### config.mk
export PLATFORM = sky130hd
export DESIGN_NAME = adder_lanes_carry
export DESIGN_NICKNAME = d
export VERILOG_FILES = /design/src/rtl/arith_pkg.sv /design/src/rtl/lane_carry_extract.sv /design/src/rtl/adder_lanes_carry.sv
export SDC_FILE = /design/constraint.sdc
export NUM_CORES = 1
export LEC_CHECK = 0
export ABC_AREA = 1
export CAP_MARGIN = 30
export CORE_MARGIN = 2
export CORE_UTILIZATION = 53
export CTS_CLUSTER_DIAMETER = 30
export DETAILED_ROUTE_END_ITERATION = 8
export PLACE_DENSITY = 0.88
export SYNTH_ARGS = -nofsm -noshare
export SYNTH_HDL_FRONTEND = slang
export SYNTH_HIERARCHICAL = 1
export SYNTH_SLANG_ARGS = --single-unit
### constraint.sdc
create_clock -name clock -period 20.2 [get_ports clock]
set_input_delay 6.06 -clock clock [delete_from_list [all_inputs] [get_ports clock]]
set_output_delay 6.06 -clock clock [all_outputs]
set_load 0.005 [all_outputs]
### src/rtl/arith_pkg.sv
// rtl/arith_pkg.sv - shared arithmetic mode encodings and default lane geometry
package arith_pkg;

  localparam int DEFAULT_LANE_WIDTH = 8;
  localparam int DEFAULT_LANE_COUNT = 4;

  typedef enum logic {
    MODE_ADD = 1'b0,
    MODE_SUB = 1'b1
  } op_mode_t;

  typedef enum logic {
    MODE_CHAIN = 1'b0,
    MODE_SPLIT = 1'b1
  } lane_mode_t;

endpackage

### src/rtl/lane_carry_extract.sv
// rtl/lane_carry_extract.sv - combinational one-lane add/sub with MSB carry-in, carry-out and overflow
module lane_carry_extract #(
  parameter int WIDTH = 8
) (
  input  logic [WIDTH-1:0] a,
  input  logic [WIDTH-1:0] b,
  input  logic             sub,
  input  logic             cin,
  output logic [WIDTH-1:0] sum,
  output logic             msb_carryin,
  output logic             carryout,
  output logic             overflow
);

  logic [WIDTH-1:0] b_eff;
  logic [WIDTH:0]   full;

  assign b_eff = sub ? ~b : b;
  assign full  = {1'b0, a} + {1'b0, b_eff} + {{WIDTH{1'b0}}, cin};

  assign sum      = full[WIDTH-1:0];
  assign carryout = full[WIDTH];

  // The carry into any bit is recoverable as a ^ b ^ sum; only the MSB matters here.
  assign msb_carryin = a[WIDTH-1] ^ b_eff[WIDTH-1] ^ sum[WIDTH-1];
  assign overflow    = msb_carryin ^ carryout;

endmodule

### src/rtl/adder_lanes_carry.sv
// rtl/adder_lanes_carry.sv - registered multi-lane add/sub with per-lane carry and overflow flags
// Optional sticky overflow accumulator: ADDER_LANES_STICKY_OVERFLOW_EN
module adder_lanes_carry
  import arith_pkg::*;
#(
  parameter  int LANE_WIDTH = DEFAULT_LANE_WIDTH,
  parameter  int LANE_COUNT = DEFAULT_LANE_COUNT,
  localparam int WORD_WIDTH = LANE_WIDTH * LANE_COUNT
) (
  input  logic                  clock,
  input  logic                  clear_n,
  input  logic                  in_valid,
  output logic                  in_ready,
  input  logic [WORD_WIDTH-1:0] in_A,
  input  logic [WORD_WIDTH-1:0] in_B,
  input  logic                  in_sub,
  input  logic                  in_split,
  output logic                  out_valid,
  input  logic                  out_ready,
  output logic [WORD_WIDTH-1:0] out_sum,
  output logic [LANE_COUNT-1:0] out_carryin,
  output logic [LANE_COUNT-1:0] out_carryout,
  output logic [LANE_COUNT-1:0] out_overflow
`ifdef ADDER_LANES_STICKY_OVERFLOW_EN
  ,
  input  logic                  sticky_clear,
  output logic [LANE_COUNT-1:0] sticky_overflow
`endif
);

  localparam logic [LANE_COUNT-1:0] TOP_MASK = LANE_COUNT'(1) << (LANE_COUNT - 1);

  logic                  sub_op;
  logic                  split_mode;
  logic                  take_in;
  logic                  take_out;
  logic [WORD_WIDTH-1:0] nxt_sum;
  logic [LANE_COUNT-1:0] nxt_carryin;
  logic [LANE_COUNT-1:0] nxt_carryout;
  logic [LANE_COUNT-1:0] lane_ovf;
  logic [LANE_COUNT-1:0] nxt_overflow;

  assign sub_op     = (in_sub == MODE_SUB);
  assign split_mode = (in_split == MODE_SPLIT);

  assign in_ready = !out_valid || out_ready;
  assign take_in  = in_valid && in_ready;
  assign take_out = out_valid && out_ready;

  // Lane k takes its carry from lane k-1 only when the word is chained.
  for (genvar k = 0; k < LANE_COUNT; k++) begin : g_lane
    logic cin;
    logic cout;

    if (k == 0) begin : g_first
      assign cin = sub_op;
    end else begin : g_next
      assign cin = split_mode ? sub_op : g_lane[k-1].cout;
    end

    lane_carry_extract #(
      .WIDTH(LANE_WIDTH)
    ) u_lane (
      .a          (in_A[k*LANE_WIDTH +: LANE_WIDTH]),
      .b          (in_B[k*LANE_WIDTH +: LANE_WIDTH]),
      .sub        (sub_op),
      .cin        (cin),
      .sum        (nxt_sum[k*LANE_WIDTH +: LANE_WIDTH]),
      .msb_carryin(nxt_carryin[k]),
      .carryout   (cout),
      .overflow   (lane_ovf[k])
    );

    assign nxt_carryout[k] = cout;
  end

  // A chained word has one signed result, so only the top lane's overflow is meaningful.
  assign nxt_overflow = split_mode ? lane_ovf : (lane_ovf & TOP_MASK);

  always_ff @(posedge clock) begin
    if (!clear_n) begin
      out_valid    <= 1'b0;
      out_sum      <= '0;
      out_carryin  <= '0;
      out_carryout <= '0;
      out_overflow <= '0;
    end else if (take_in) begin
      out_valid    <= 1'b1;
      out_sum      <= nxt_sum;
      out_carryin  <= nxt_carryin;
      out_carryout <= nxt_carryout;
      out_overflow <= nxt_overflow;
    end else if (out_ready) begin
      out_valid    <= 1'b0;
    end
  end

`ifdef ADDER_LANES_STICKY_OVERFLOW_EN
  // A flag transferring in the same cycle as a clear is kept.
  always_ff @(posedge clock) begin
    if (!clear_n) begin
      sticky_overflow <= '0;
    end else begin
      sticky_overflow <= (sticky_clear ? '0 : sticky_overflow) |
                         (take_out ? out_overflow : '0);
    end
  end
`else
  // No sticky state in this build; take_out only feeds the accumulator.
  logic unused_take_out;
  assign unused_take_out = take_out;
`endif

endmodule
Word-level counts from Yosys, hierarchy flattened. Index checks and enable logic that the tools add are counted.

Add/subtract/negate cells: 8. Mux-type cells: 10. Bitwise operators: 16. Reduce and logical (&&, ||, !) cells: 4.

Operators with widths (count): $add A8 B8 Y9 (4); $add A9 B1 Y9 (4); $mux W8 (4); $not A8 Y8 (4); $xor A1 B1 Y1 (12); $mux W1 (5); $mux W3 (1); $reduce_bool A2 Y1 (1); $logic_and A1 B1 Y1 (1); $logic_not A1 Y1 (1); $logic_or A1 B1 Y1 (1).

Bits in registers: 45. Bits of input ports: 70. Output and inout port bits: 46. Logic and storage cells: 43.

Logic depth before layout (Yosys ltp).
Depth after elaboration: 12. Depth in mapped cells: 45. Depth with buffers taken out: 44.

By module. The synthesis kept the hierarchy.

By module, submodules not included: adder_lanes_carry (instances 1, cells an instance 297, area an instance 2021.9 um^2, seq. area each 900.9 um^2); lane_carry_extract at g_lane[1].u_lane ... (instances 2, cells an instance 85, area an instance 494.2 um^2, seq. area each 0.0 um^2); lane_carry_extract at g_lane[3].u_lane (instances 1, cells an instance 85, area an instance 491.7 um^2, seq. area each 0.0 um^2); lane_carry_extract at g_lane[0].u_lane (instances 1, cells an instance 85, area an instance 486.7 um^2, seq. area each 0.0 um^2).

Least setup slack after synthesis. Ideal clock, no wire load.

Path type: input -> output. From: input port out_ready. To: output port in_ready. Data arrival time: 6.371 ns. Required time: 14.140 ns. Path slack: 7.769 ns. Cell stages on the path: 3. Buffers on the path: 1. Path through: inv_1 -> nand2_2 -> buf_2.

Longest elaborated chain between the ends: 1.

Ends and longest elaborated chain: start: declaration (RTL line adder_lanes_carry.sv:19) `input logic out_ready,`; $logic_or A1 B1 Y1 (RTL line adder_lanes_carry.sv:46) `assign in_ready = !out_valid || out_ready;`; end: declaration (RTL line adder_lanes_carry.sv:13) `output logic in_ready,`.

No other way between the ends.

Final worst setup path. Same ends and word-level chain as after synthesis.

==> run summary <==
• Max Clock Freq: 0.0717 GHz
• vias: 4059
• slew margin rel.: 43.2%
• Core ar.: 0.00725 mm²
• hold worst-path end: out_overflow[1]$_SDFFE_PN0P_
• Reg2Reg Capture Point: out_sum[31]$_SDFFE_PN0P_
• placed cell area: 0.00511 mm²
• starting density of the core: 55.0%
• warnings from Yosys: 6
• Synthesized Nets: 743
• Async S/R FF share, synth: 0%
• Overflow after GRT: 0
• # resized after CTS: 0
• die outline area: 0.00824 mm²
• standard-cell rows: 31
• Worst EP arrival: 7.89 ns
• Final Power: 326 µW
• top-area cell type share of the netlist area: 22.6%
• number of buffers on the longest clock path: 2
• wire per inst: 11.8 µm
• CP startpoint kind: input pin
• largest area contributor in the netlist: sky130_fd_sc_hd__dfxtp_1
• cells on worst reg2reg path: 5
• max-cap viol count: 0
• most frequent cell on the critical path: sky130_fd_sc_hd__clkdlybuf4s50_1
• share of layout cells above drive strength 1: 4.08%
• Setup Fix Bufs, Post-CTS: 0
• count of inserted antenna diode cells: 0
• minimum setup slack among reg-to-reg paths: 18.71 ns
• Vert. Die Dim: 90.8 µm
• pin count of the biggest net entering global routing: 91
• Slew @ Worst Pin: 0.852 ns
• longest individual stage delay on the worst path: 0.65 ns
• power per standard cell area: 62.4 mW/mm²
• CP required: 14.14 ns
• number of iterations in the first detailed-routing pass: 4
• total clock sinks: 45
• clock-pin transition on the worst setup and hold timing paths: 0.09 ns
• main area contributors after synthesis: sky130_fd_sc_hd__dfxtp_1 (23%), sky130_fd_sc_hd__nand2_1 (16%), sky130_fd_sc_hd__inv_1 (11%)
• Post-Place Cells: 826
• Post-synth top cells: sky130_fd_sc_hd__nand2_1 (165), sky130_fd_sc_hd__inv_1 (120), sky130_fd_sc_hd__a21oi_1 (67)
• total routing usage reported by global routing: 23.8%
• post-route ant nets: 0
• insertion delay to the later sink of the worst-skew pair: 0.30 ns
• EDFF count, synth: 0
• fin nets: 840
• Worst Setup End Kind: primary output
• count of H-tree levels built during CTS: 2
• post-synthesis sequential element count: 45
• number of buffer cells added on primary ports: 115
• global placer's final weighted congestion: 0.870
• fraction of the yosys area taken by sequential cells: 22.6%
• min-delay src: out_overflow[1]$_SDFFE_PN0P_
• maximum net fanout on the critical path: 90
• Final Hold Viols: 0
• count leader, synth: sky130_fd_sc_hd__nand2_1
• TritonCTS clock tree: built
• cell area after layout: 0.00522 mm²
• synthesis-to-layout area growth: 30.9%
• hold-fix buffer count after cts: 0
• via count of the first global-routing pass: 3930
• CTS root buffer: sky130_fd_sc_hd__clkbuf_8
• standard cell with the maximum stage delay on the critical path: sky130_fd_sc_hd__clkdlybuf4s50_1
• static leakage: 2.79 nW
• crit path cell chain: clkdlybuf4s50_1, inv_1, nand2_2, buf_4, clkdlybuf4s50_1
• synthesized netlist cell count: 637
• Top-Level Pins: 116
• Post-DP HPWL: 7.42 mm
• reg-to-reg critical path startpoint: out_valid$_SDFFE_PN0P_
• final cell count without fillers: 834
• total of endpoints with negative setup slack in the final report: 0
• antenna violations before repair: 0
• unrepaired setup endpoints after global routing: no
• clock buffers created by TritonCTS: 5
• largest clock skew in the final design: 0.0138 ns
• overall routed net length: 9.84 mm
• type of the worst setup path: in -> out
• width of the die: 90.8 µm
• Worst Hold Class: reg -> reg
• wire length of the first global-routing pass: 16.7 mm
• number of max-slew violations in the final report: 0
• commonest register cell after synthesis: sky130_fd_sc_hd__dfxtp_1
• residual DRC count: 0
• cell area after technology mapping: 0.00399 mm²
• run status: finished, final reports clean
• Hold Path Depth: 2
• count of routing violations after the opening detailed-route iteration: 178
• number of distinct standard cells referenced by the synthesized netlist: 20
• sum of negative setup slack: 0 ns
• peak supply drop: 0.0367 mV
• clock period minus final worst setup slack: 13.95 ns
• Syn Area/Cell: 6.26 µm²
• Via density: 4.87
• Final Core Density: 72.0%
• ratio of final minimum period to clock period: 69.0%
[layer usage]
layer	vias up	global-route usage, %	routed length [µm]
met1	1801	27.9	4180
met5	-	0	0
li1	2130	-	-
met3	10	3.34	579
met2	118	45.6	4950
met4	0	5.13	133
[logic make-up after synthesis]
family / Yosys count / synth area share [%]
flip-flops: 45 / 22.6
AO/OA/AOI/OAI: 72 / 9.19
adder cells (fa/ha/maj): 36 / 12.8
XOR/XNOR: 44 / 9.66
buffers and inverters: 151 / 15.6
AND/OR/NAND/NOR: 289 / 30.1
[worst max path at each step]
stage | end | start
finish | in_ready | out_ready
global route | in_ready | out_ready
CTS | in_ready | out_ready
detailed placement | in_ready | out_ready
global placement | in_ready | out_ready
floorplan | in_ready | out_ready
[where the power goes]
group | switching, mW | internal [mW] | total, mW
sequential | 0.00592 | 0.0985 | 0.104
combinational | 0.0805 | 0.0727 | 0.153
clock | 0.0308 | 0.0372 | 0.0680
total | 0.117 | 0.208 | 0.326
[worst max-delay path, delay by kind of cell]
family | cells | cell delay, ns
buf+inv | 4 | 1.78
simple gates | 1 | 0.04
[final cells by class]
| cell class | count | area, µm² |
|---|---|---|
| Multi-Input combinational cell | 441 | 2460 |
| Inverter | 123 | 462 |
| Sequential cell | 45 | 901 |
| Tap cell | 99 | 124 |
| Clock inverter | 2 | 38.8 |
| Clock buffer | 6 | 72.6 |
| Timing Repair Buffer | 118 | 1160 |
| Fill cell | 639 | 2030 |
[sequential cells by signal, summed over array words and instances (netlist names)]
signal,flops
out_carryout,4
out_valid,1
out_carryin,4
out_overflow,4
out_sum,32
[placed cells by master (no fill, tap or decap), types with 3 or more instances in the layout]
master                            netlist  layout
sky130_fd_sc_hd__a21oi_1               67      67
sky130_fd_sc_hd__buf_2                 24       3
sky130_fd_sc_hd__buf_4                  1       3
sky130_fd_sc_hd__clkbuf_8               0       5
sky130_fd_sc_hd__clkdlybuf4s50_1        0     112
sky130_fd_sc_hd__dfxtp_1               45      45
sky130_fd_sc_hd__fa_1                   8       8
sky130_fd_sc_hd__ha_1                  28      28
sky130_fd_sc_hd__inv_1                120     120
sky130_fd_sc_hd__inv_2                  3       3
sky130_fd_sc_hd__nand2_1              165     165
sky130_fd_sc_hd__nand2_2               12      12
sky130_fd_sc_hd__nand3_1               56      56
sky130_fd_sc_hd__nand3b_1               4       4
sky130_fd_sc_hd__nor2_1                51      51
sky130_fd_sc_hd__o21ai_0                3       3
sky130_fd_sc_hd__xnor2_1               12      12
sky130_fd_sc_hd__xor2_1                32      32
[through the flow]
stage | worst slack [ns] | hold slack, ns
after floorplan | 7.77 | 0.475
after global placement | 6.26 | 0.461
after detailed placement | 6.24 | 0.470
after CTS | 6.24 | 0.493
after global routing | 6.13 | 0.514
final | 6.25 | 0.488
Power figures use the tool's default switching activity.
